==> src/rtl/ampel_pkg.sv <==
`default_nettype none
// ============================================================================
//  Module   : ampel_pkg
//  Purpose  : Shared phase encoding, lamp colour codes and helper functions
//             for the pedestrian traffic-light controller.
//  Contents : phase_e      - controller phases
//             FARBE_*      - 2-bit lamp codes driven onto ampelfarbe
//             farbe_of()   - lamp code shown in a given phase
//             max_dauer()  - larger of two durations (timer sizing)
//  Revision : 1.0  initial release
// ============================================================================
package ampel_pkg;

  typedef enum logic [2:0] {
    GRUEN   = 3'd0,
    GELB    = 3'd1,
    ROT     = 3'd2,
    FUSS    = 3'd3,
    ROTGELB = 3'd4
  } phase_e;

  localparam logic [1:0] FARBE_GRUEN   = 2'b00;
  localparam logic [1:0] FARBE_GELB    = 2'b01;
  localparam logic [1:0] FARBE_ROT     = 2'b10;
  localparam logic [1:0] FARBE_ROTGELB = 2'b11;

  // The pedestrian phase keeps the vehicle lamp on red.
  function automatic logic [1:0] farbe_of(input phase_e phase);
    logic [1:0] farbe;
    farbe = FARBE_GRUEN;
    case (phase)
      GRUEN:   farbe = FARBE_GRUEN;
      GELB:    farbe = FARBE_GELB;
      ROT:     farbe = FARBE_ROT;
      FUSS:    farbe = FARBE_ROT;
      ROTGELB: farbe = FARBE_ROTGELB;
      default: farbe = FARBE_GRUEN;
    endcase
    return farbe;
  endfunction

  function automatic int unsigned max_dauer(input int unsigned a, input int unsigned b);
    return (a > b) ? a : b;
  endfunction

endpackage
`default_nettype wire

==> src/rtl/ampel_phasen_timer.sv <==
`default_nettype none
// ============================================================================
//  Module   : ampel_phasen_timer
//  Purpose  : Phase timer. Counts enabled ticks; a synchronous clear returns
//             it to zero on every phase change.
//  Ports    : clk    in   clock
//             rst    in   asynchronous active-high reset
//             en_i   in   count enable (phase tick)
//             clr_i  in   synchronous clear, has priority over en_i
//             count  out  WIDTH-bit tick count within the current phase
//  Revision : 1.0  initial release
// ============================================================================
module ampel_phasen_timer #(
  parameter int unsigned WIDTH = 4
) (
  input  logic             clk,
  input  logic             rst,
  input  logic             en_i,
  input  logic             clr_i,
  output logic [WIDTH-1:0] count
);

  logic [WIDTH-1:0] count_q;
  logic [WIDTH-1:0] count_d;

  always_comb begin
    count_d = count_q;
    if (clr_i) begin
      count_d = '0;
    end else if (en_i) begin
      count_d = count_q + 1'b1;
    end
  end

  always_ff @(posedge clk or posedge rst) begin
    if (rst) begin
      count_q <= '0;
    end else begin
      count_q <= count_d;
    end
  end

  assign count = count_q;

endmodule
`default_nettype wire

==> src/rtl/ampel_fussgaenger_ctrl.sv <==
`default_nettype none
// ============================================================================
//  Module   : ampel_fussgaenger_ctrl
//  Purpose  : Self-timed traffic-light controller with pedestrian request.
//             Phases GRUEN -> GELB -> ROT -> [FUSS] -> ROTGELB -> GRUEN,
//             each lasting a configurable number of takt_en ticks. A pending
//             request may cut green short after T_GRUEN_MIN ticks and inserts
//             the pedestrian phase FUSS after the next red.
//  Ports    : clk               in   clock
//             rst               in   asynchronous active-high reset
//             takt_en           in   phase tick, timers advance only when 1
//             knopf             in   pedestrian button (level)
//             ampelfarbe        out  00 green, 01 yellow, 10 red, 11 red-yellow
//             fussgaenger_gruen out  pedestrian walk signal (FUSS only)
//             wunsch            out  pedestrian request pending
//  Revision : 1.0  initial release
// ============================================================================
module ampel_fussgaenger_ctrl #(
  parameter int unsigned T_GRUEN     = 6,
  parameter int unsigned T_GRUEN_MIN = 2,
  parameter int unsigned T_GELB      = 1,
  parameter int unsigned T_ROT       = 3,
  parameter int unsigned T_FUSS      = 4,
  parameter int unsigned T_ROTGELB   = 1
) (
  input  logic       clk,
  input  logic       rst,
  input  logic       takt_en,
  input  logic       knopf,
  output logic [1:0] ampelfarbe,
  output logic       fussgaenger_gruen,
  output logic       wunsch
);

  import ampel_pkg::*;

  localparam int unsigned T_MAX = max_dauer(max_dauer(max_dauer(T_GRUEN, T_GELB),
                                                      max_dauer(T_ROT, T_FUSS)),
                                            T_ROTGELB);
  localparam int unsigned TW = $clog2(T_MAX) + 1;

  // Timer value on the last tick of each phase.
  localparam logic [TW-1:0] c_gruen_last     = TW'(T_GRUEN - 1);
  localparam logic [TW-1:0] c_gruen_min_last = TW'(T_GRUEN_MIN - 1);
  localparam logic [TW-1:0] c_gelb_last      = TW'(T_GELB - 1);
  localparam logic [TW-1:0] c_rot_last       = TW'(T_ROT - 1);
  localparam logic [TW-1:0] c_fuss_last      = TW'(T_FUSS - 1);
  localparam logic [TW-1:0] c_rotgelb_last   = TW'(T_ROTGELB - 1);

  phase_e          state_q, state_d;
  logic            wunsch_q, wunsch_d;
  logic [1:0]      farbe_q, farbe_d;
  logic            fuss_q, fuss_d;
  logic            wechsel_d;
  logic [TW-1:0]   count;

  ampel_phasen_timer #(
    .WIDTH (TW)
  ) u_timer (
    .clk   (clk),
    .rst   (rst),
    .en_i  (takt_en),
    .clr_i (wechsel_d),
    .count (count)
  );

  // Next phase, request latch and lamp decode. Lamp outputs are decoded from
  // the next state and registered, so they change together with the phase.
  always_comb begin
    state_d = state_q;
    if (takt_en) begin
      case (state_q)
        GRUEN: begin
          if ((count == c_gruen_last) ||
              (wunsch_q && (count >= c_gruen_min_last))) begin
            state_d = GELB;
          end
        end
        GELB: begin
          if (count == c_gelb_last) state_d = ROT;
        end
        ROT: begin
          if (count == c_rot_last) state_d = wunsch_q ? FUSS : ROTGELB;
        end
        FUSS: begin
          if (count == c_fuss_last) state_d = ROTGELB;
        end
        ROTGELB: begin
          if (count == c_rotgelb_last) state_d = GRUEN;
        end
        default: state_d = GRUEN;
      endcase
    end

    // Every transition changes the phase, so a phase change clears the timer.
    wechsel_d = (state_d != state_q);

    wunsch_d = wunsch_q;
    if (knopf && (state_q != FUSS)) begin
      wunsch_d = 1'b1;
    end
    // Entering FUSS serves the request; this beats a press on the same clock.
    if ((state_q == ROT) && (state_d == FUSS)) begin
      wunsch_d = 1'b0;
    end

    farbe_d = farbe_of(state_d);
    fuss_d  = (state_d == FUSS);
  end

  always_ff @(posedge clk or posedge rst) begin
    if (rst) begin
      state_q  <= GRUEN;
      wunsch_q <= 1'b0;
      farbe_q  <= FARBE_GRUEN;
      fuss_q   <= 1'b0;
    end else begin
      state_q  <= state_d;
      wunsch_q <= wunsch_d;
      farbe_q  <= farbe_d;
      fuss_q   <= fuss_d;
    end
  end

  assign ampelfarbe        = farbe_q;
  assign fussgaenger_gruen = fuss_q;
  assign wunsch            = wunsch_q;

endmodule
`default_nettype wire
==> config.mk <==
export PLATFORM = sky130hd
export DESIGN_NAME = ampel_fussgaenger_ctrl
export DESIGN_NICKNAME = d
export VERILOG_FILES = /design/src/rtl/ampel_pkg.sv /design/src/rtl/ampel_phasen_timer.sv /design/src/rtl/ampel_fussgaenger_ctrl.sv
export SDC_FILE = /design/constraint.sdc
export NUM_CORES = 1
export LEC_CHECK = 0
export BUFFER_PORTS_ARGS = -buffer_cell sky130_fd_sc_hd__buf_2
export CAP_MARGIN = 10
export CORE_UTILIZATION = 49
export CTS_BUF_LIST = sky130_fd_sc_hd__clkbuf_16
export DETAILED_ROUTE_END_ITERATION = 10
export PLACE_DENSITY = 0.73
export REMOVE_ABC_BUFFERS = 1
export SLEW_MARGIN = 20
export SYNTH_ARGS = -nofsm -noshare
export SYNTH_HDL_FRONTEND = slang
export SYNTH_HIERARCHICAL = 1
export SYNTH_SLANG_ARGS = --single-unit
==> constraint.sdc <==
create_clock -name clk -period 1.84 [get_ports clk]
set_input_delay 0.368 -clock clk [delete_from_list [all_inputs] [get_ports clk]]
set_output_delay 0.368 -clock clk [all_outputs]
set_load 0.01 [all_outputs]
Yosys cells after proc, flatten, opt, wreduce, memory -nomap -nowiden. Cells that the tools add are included.

Register bits after elaboration: 11. Output and inout port bits: 4. Word-level logic and storage cells: 42.

Add/subtract/negate cells: 1. Order comparisons: 1. Eq/ne operators: 13. Mux-type cells: 13. Reduce and logical (&&, ||, !) cells: 9.

Operators by type and width (count): 3-bit 2-to-1 mux (7); 3-bit one-hot mux with 5 select lines (1); 3-bit by 2-bit == test with 1-bit output (second input constant) (4); 4-bit by 2-bit == test with 1-bit output (second input constant) (2); 4-bit 2-to-1 mux (2); 3-bit by 1-bit == test with 1-bit output (second input constant) (2); 3-bit == test (second input constant) (2); 2-bit one-hot mux with 3 select lines (1); 4-bit by 1-bit adder with 4-bit output (second input constant) (1); 4-bit by 3-bit == test with 1-bit output (second input constant) (1); 4-bit by 1-bit >= comparator with 1-bit output (second input constant) (1); 4-bit logical NOT (1); 2-bit nonzero test (2); 1-bit logical AND (3); 3-bit logical NOT (1); 3-bit by 2-bit inequality test with 1-bit output (second input constant) (1); 3-bit inequality test (1); 1-bit 2-to-1 mux (2); 2-bit OR reduction (1); 1-bit logical OR (1).

Logic depth before layout (Yosys ltp).
Word-level depth: 9. Depth in mapped cells: 8. Gate-level depth less buffers: 7.

Modules after synthesis. The synthesis kept the hierarchy.

Modules (own cells, without submodules): ampel_fussgaenger_ctrl (instances 1, cells each 48, area each 474.2 um^2); ampel_phasen_timer (instances 1, cells each 17, area each 196.4 um^2).

Worst setup path after synthesis. No wires, ideal clock.

Path kind: register to register. From: register state_q[0]. To: register u_timer.count_q[3], in the netlist u_timer/count[3]. Arrival time: 1679 ps. Required time: 1715 ps. Slack: 36 ps. Stages on the path, launching flop included: 9. Buffers on the path: 1. Period minus slack after synthesis: 1804 ps. Cells stage by stage: dfrtp_1 > buf_2 > or3_1 > a21oi_1 > o21ai_0 > o31ai_1 > a21o_1 > nor2_1 > mux2_4.

Word-level cells in the longest chain between the ends: 5. Elaborated cells on any way between the ends: 15. Classes of those cells: eq/ne: 5; mux: 8; reduce/logical: 2.

Ends and longest elaborated chain: start: declaration (line ampel_fussgaenger_ctrl.sv:50) `phase_e state_q, state_d;`; start signal: assignment (line ampel_fussgaenger_ctrl.sv:118) `state_q <= state_d;`; 3-bit == test, or another cell as far along (line ampel_fussgaenger_ctrl.sv:72) `case (state_q)`; 3-bit one-hot mux with 5 select lines (line ampel_fussgaenger_ctrl.sv:72); 3-bit 2-to-1 mux (line ampel_fussgaenger_ctrl.sv:71) `if (takt_en) begin`; 3-bit inequality test (*) (line ampel_fussgaenger_ctrl.sv:96) `wechsel_d = (state_d != state_q);`; net wechsel_d (line ampel_fussgaenger_ctrl.sv:54) `logic wechsel_d;`; 4-bit 2-to-1 mux or 2-bit nonzero test (tied branches); end signal: assignment (line ampel_phasen_timer.sv:39) `count_q <= count_d;`; end: declaration (line ampel_phasen_timer.sv:23) `logic [WIDTH-1:0] count_q;`.

Mark *: on every way through the listed nets, which the timed path passes. The rest lies on a longest branch. A chain may end at the register's enable or synchronous reset.

Worst setup path after layout.
From: register u_timer.count_q[2], in the netlist u_timer/count[2]. To: register u_timer.count_q[3], in the netlist u_timer/count[3].

Word-level cells in the longest chain between the ends: 8. Elaborated cells on any way between the ends: 19. Classes of those cells: add/sub: 1; order compare: 1; eq/ne: 4; mux: 9; reduce/logical: 4.

Ends and longest elaborated chain: 4-bit by 1-bit >= comparator with 1-bit output (line ampel_fussgaenger_ctrl.sv:75) `(wunsch_q && (count >= c_gruen_min_last))) begin`; 1-bit logical AND (line ampel_fussgaenger_ctrl.sv:75); 1-bit logical OR (line ampel_fussgaenger_ctrl.sv:74) `if ((count == c_gruen_last) ||`; 3-bit 2-to-1 mux (line ampel_fussgaenger_ctrl.sv:74); 3-bit one-hot mux with 5 select lines (*) (line ampel_fussgaenger_ctrl.sv:72); 3-bit 2-to-1 mux (*) (line ampel_fussgaenger_ctrl.sv:71); 3-bit inequality test (*) (line ampel_fussgaenger_ctrl.sv:96); net wechsel_d (line ampel_fussgaenger_ctrl.sv:54); 4-bit 2-to-1 mux or 2-bit nonzero test (tied branches).

Mark *: on every way through the listed nets, which the timed path passes. The rest lies on a longest branch. The select of a mux whose other input is x is not followed.

==> flow_metrics.tcl <==
set metrics [dict create \
    synthFlopType "dfrtp_1" \
    pwr-share-comb_pct 55.1 \
    hold-worst-slack_ns 0.0226 \
    fin_nets 94 \
    synthCells 65 \
    clkTransAtPathRegs_ns 0.04 \
    crit_buf_inv 0 \
    drive_gt1_share_pct 52.3 \
    drtIter0Drc 15 \
    htree_levels 1 \
    yosysSeqAreaShare_pct 41.0 \
    die_y_um 39.0 \
    setup_viol 1 \
    clk_path_buf_depth 2 \
    wirelength_mm 1.86 \
    antenna_found_initial 0 \
    coreArea_um2 1190 \
    cts_root_buffer "clkbuf_16" \
    holdCritPathClass "primary input to asynchronous set/reset pin" \
    drt_first_pass_iters 4 \
    swShare_pct 39.7 \
    critPathMaxFanout 6 \
    instances_no_fill 102 \
    arrival_ns 2.00 \
    leakage_nw 0.435 \
    drc 0 \
    synth-edff-count 0 \
    cts.sinks 11 \
    crit_chain "or3b_4, a21oi_2, o21ai_1, o31ai_1, a21o_1, nor2_1, mux2_4" \
    track_usage_pct 28.3 \
    cpLargestDelayFamily "compound AO/OA/AOI/OAI gates" \
    vdd_drop_max_mv 1.35 \
    die-area_um2 1520 \
    p_per_area_nw_per_um2 2090 \
    clkPwrFrac_pct 20.1 \
    dp_hpwl_mm 1.05 \
    grt_pass1_wl_mm 2.73 \
    clk_latency_ns 0.24 \
    dp_slack_ns 0.0153 \
    post_synth.cell_area_avg_um2 10.3 \
    violations "setup timing" \
    vias 637 \
    period_share_pct 102 \
    power.switching_uw 775 \
    placed_cells 96 \
    die_w_um 39.0 \
    status "finished with violations" \
    diodes 0 \
    path_class "register to register" \
    grt_setup_unrepaired "true" \
    rows 12 \
    drv_slew 0 \
    io_pins 8 \
    fin_crit_ns 1.88 \
    io_buffer_count 7 \
    internal_power_mw 1.18 \
    start_kind "register" \
    final_cell_area_um2 933 \
    synth_cell_types 35 \
    placed_cell_area_um2 801 \
    slowest_delay_ns 0.45 \
    fin_skew_ns 0.00223 \
    max_clock_freq_ghz 0.531 \
    start_util_pct 56.5 \
    power_mw 1.95 \
    grt_max_degree 12 \
    hold_viol 0 \
    grt_pass1_vias 596 \
    ant_nets 0 \
    setup_slack_ns -0.0443 \
    drv_cap 0 \
    ys_ff_latch 11 \
    overflow 0 \
    synthArstFlopShare_pct 100 \
    syn_to_final_growth_pct 39.2 \
    gp_routability_congestion 0.784 \
    cts_tree "done" \
    tightest_slew_ns 0.359 \
    slew_headroom_pct 76.0 \
    synth_warnings 6 \
    critical_path.slowest_cell "dfrtp_2" \
    vias_per_cell 6.25 \
    worstPathRequired_ns 1.95 \
    cts_inserted_buffers 3 \
    routedWlPerCell_um 18.2 \
    critPathCaptureType "register" \
    netlist_area_um2 671 \
    seq_power_share_pct 24.8 \
]
synth_stat cells (2+ instances only):
cell type,instances,area (um2)
o31ai_1,2,15.0
a21oi_1,4,20.0
nand4_1,2,12.5
and4bb_2,2,25.0
nor2_1,7,26.3
inv_1,6,22.5
o21ai_0,3,15.0
a21o_1,2,15.0
dfrtp_1,11,275
power by group through the flow:
stage | Clock (mW) | Combinational (mW) | Sequential, mW
final | 0.392 | 1.08 | 0.484
after floorplan | 0 | 0.536 | 0.495
after global routing | 0.412 | 1.14 | 0.493
after detailed placement | 0 | 0.893 | 0.458
after CTS | 0.401 | 0.995 | 0.476
after global placement | 0 | 0.875 | 0.454
state kept, by name, summed over array words and instances, names as in the netlist:
name and cells:
ampelfarbe 2, state_q 3, fussgaenger_gruen 1, u_timer/count 4, wunsch 1
placed cells by master (no fill, tap or decap), types with 2 or more instances in the layout:
cell type   n
o21ai_1     2
o31ai_1     2
and4bb_2    2
o21ai_0     2
buf_2       7
nor2_1      6
clkbuf_16   3
dfrtp_2     2
a21oi_1     2
nand4_1     2
dfrtp_1     9
a21oi_2     2
buf_4      13
a21o_1      2
inv_1       6
cells by family after synthesis:
family	after synthesis	share of synthesized area, %
fa+ha+maj	1	1.87
compound gates	20	24.3
mux	2	3.73
xor+xnor	2	2.61
flops	11	41.0
buf+inv	7	4.10
simple gates	22	22.4
metal layers:
metal | global-route usage [%] | wire length (um)
met1 | 35.4 | 805
met2 | 45.0 | 891
met3 | 9.25 | 125
met4 | 10.3 | 33
met5 | 0 | 0
layout make-up:
type,instances,area [um2]
Multi-Input combinational cell,47,403
Sequential cell,11,278
Fill cell,81,253
Timing Repair Buffer,20,133
Clock buffer,3,75.1
Inverter,6,22.5
Tap cell,14,17.5
Clock inverter,1,5.00
stage by stage:
stage	TNS (ns)	util, %
detailed placement	0	67.5
global placement	0	67.5
CTS	0	77.1
floorplan	0	-
global route	-0.186	78.7
finish	-0.0443	78.7
what timing repair did:
item | CTS | global route
resized for setup | 6 | 5
endpoints found under the setup margin | 1 | 2
setup buffers | 2 | 0
pin swaps | 2 | 2
hold buffers | 0 | 0
path summary, 6_finish.rpt:
kind / startpoint / to / slack (ns) / cells after the start
setup / recovery: u_timer/count[2] / u_timer/count[3] / -0.04 / 7
max in group asynchronous: rst / state_q[0] / 1.57 / 2
hold reg to reg: wunsch / wunsch / 0.65 / 1
min in group clk: knopf / wunsch / 0.34 / 2
setup reg to reg: u_timer/count[2] / u_timer/count[3] / -0.04 / 7
hold / removal: rst / u_timer/count[1] / 0.02 / 2
worst reg2reg max path, stage by stage, from the launching register on:
cell and delay (ns):
dfrtp_2 0.45, or3b_4 0.45, a21oi_2 0.14, o21ai_1 0.07, o31ai_1 0.08, a21o_1 0.24
nor2_1 0.06, mux2_4 0.27
Power figures use the tool's default switching activity.
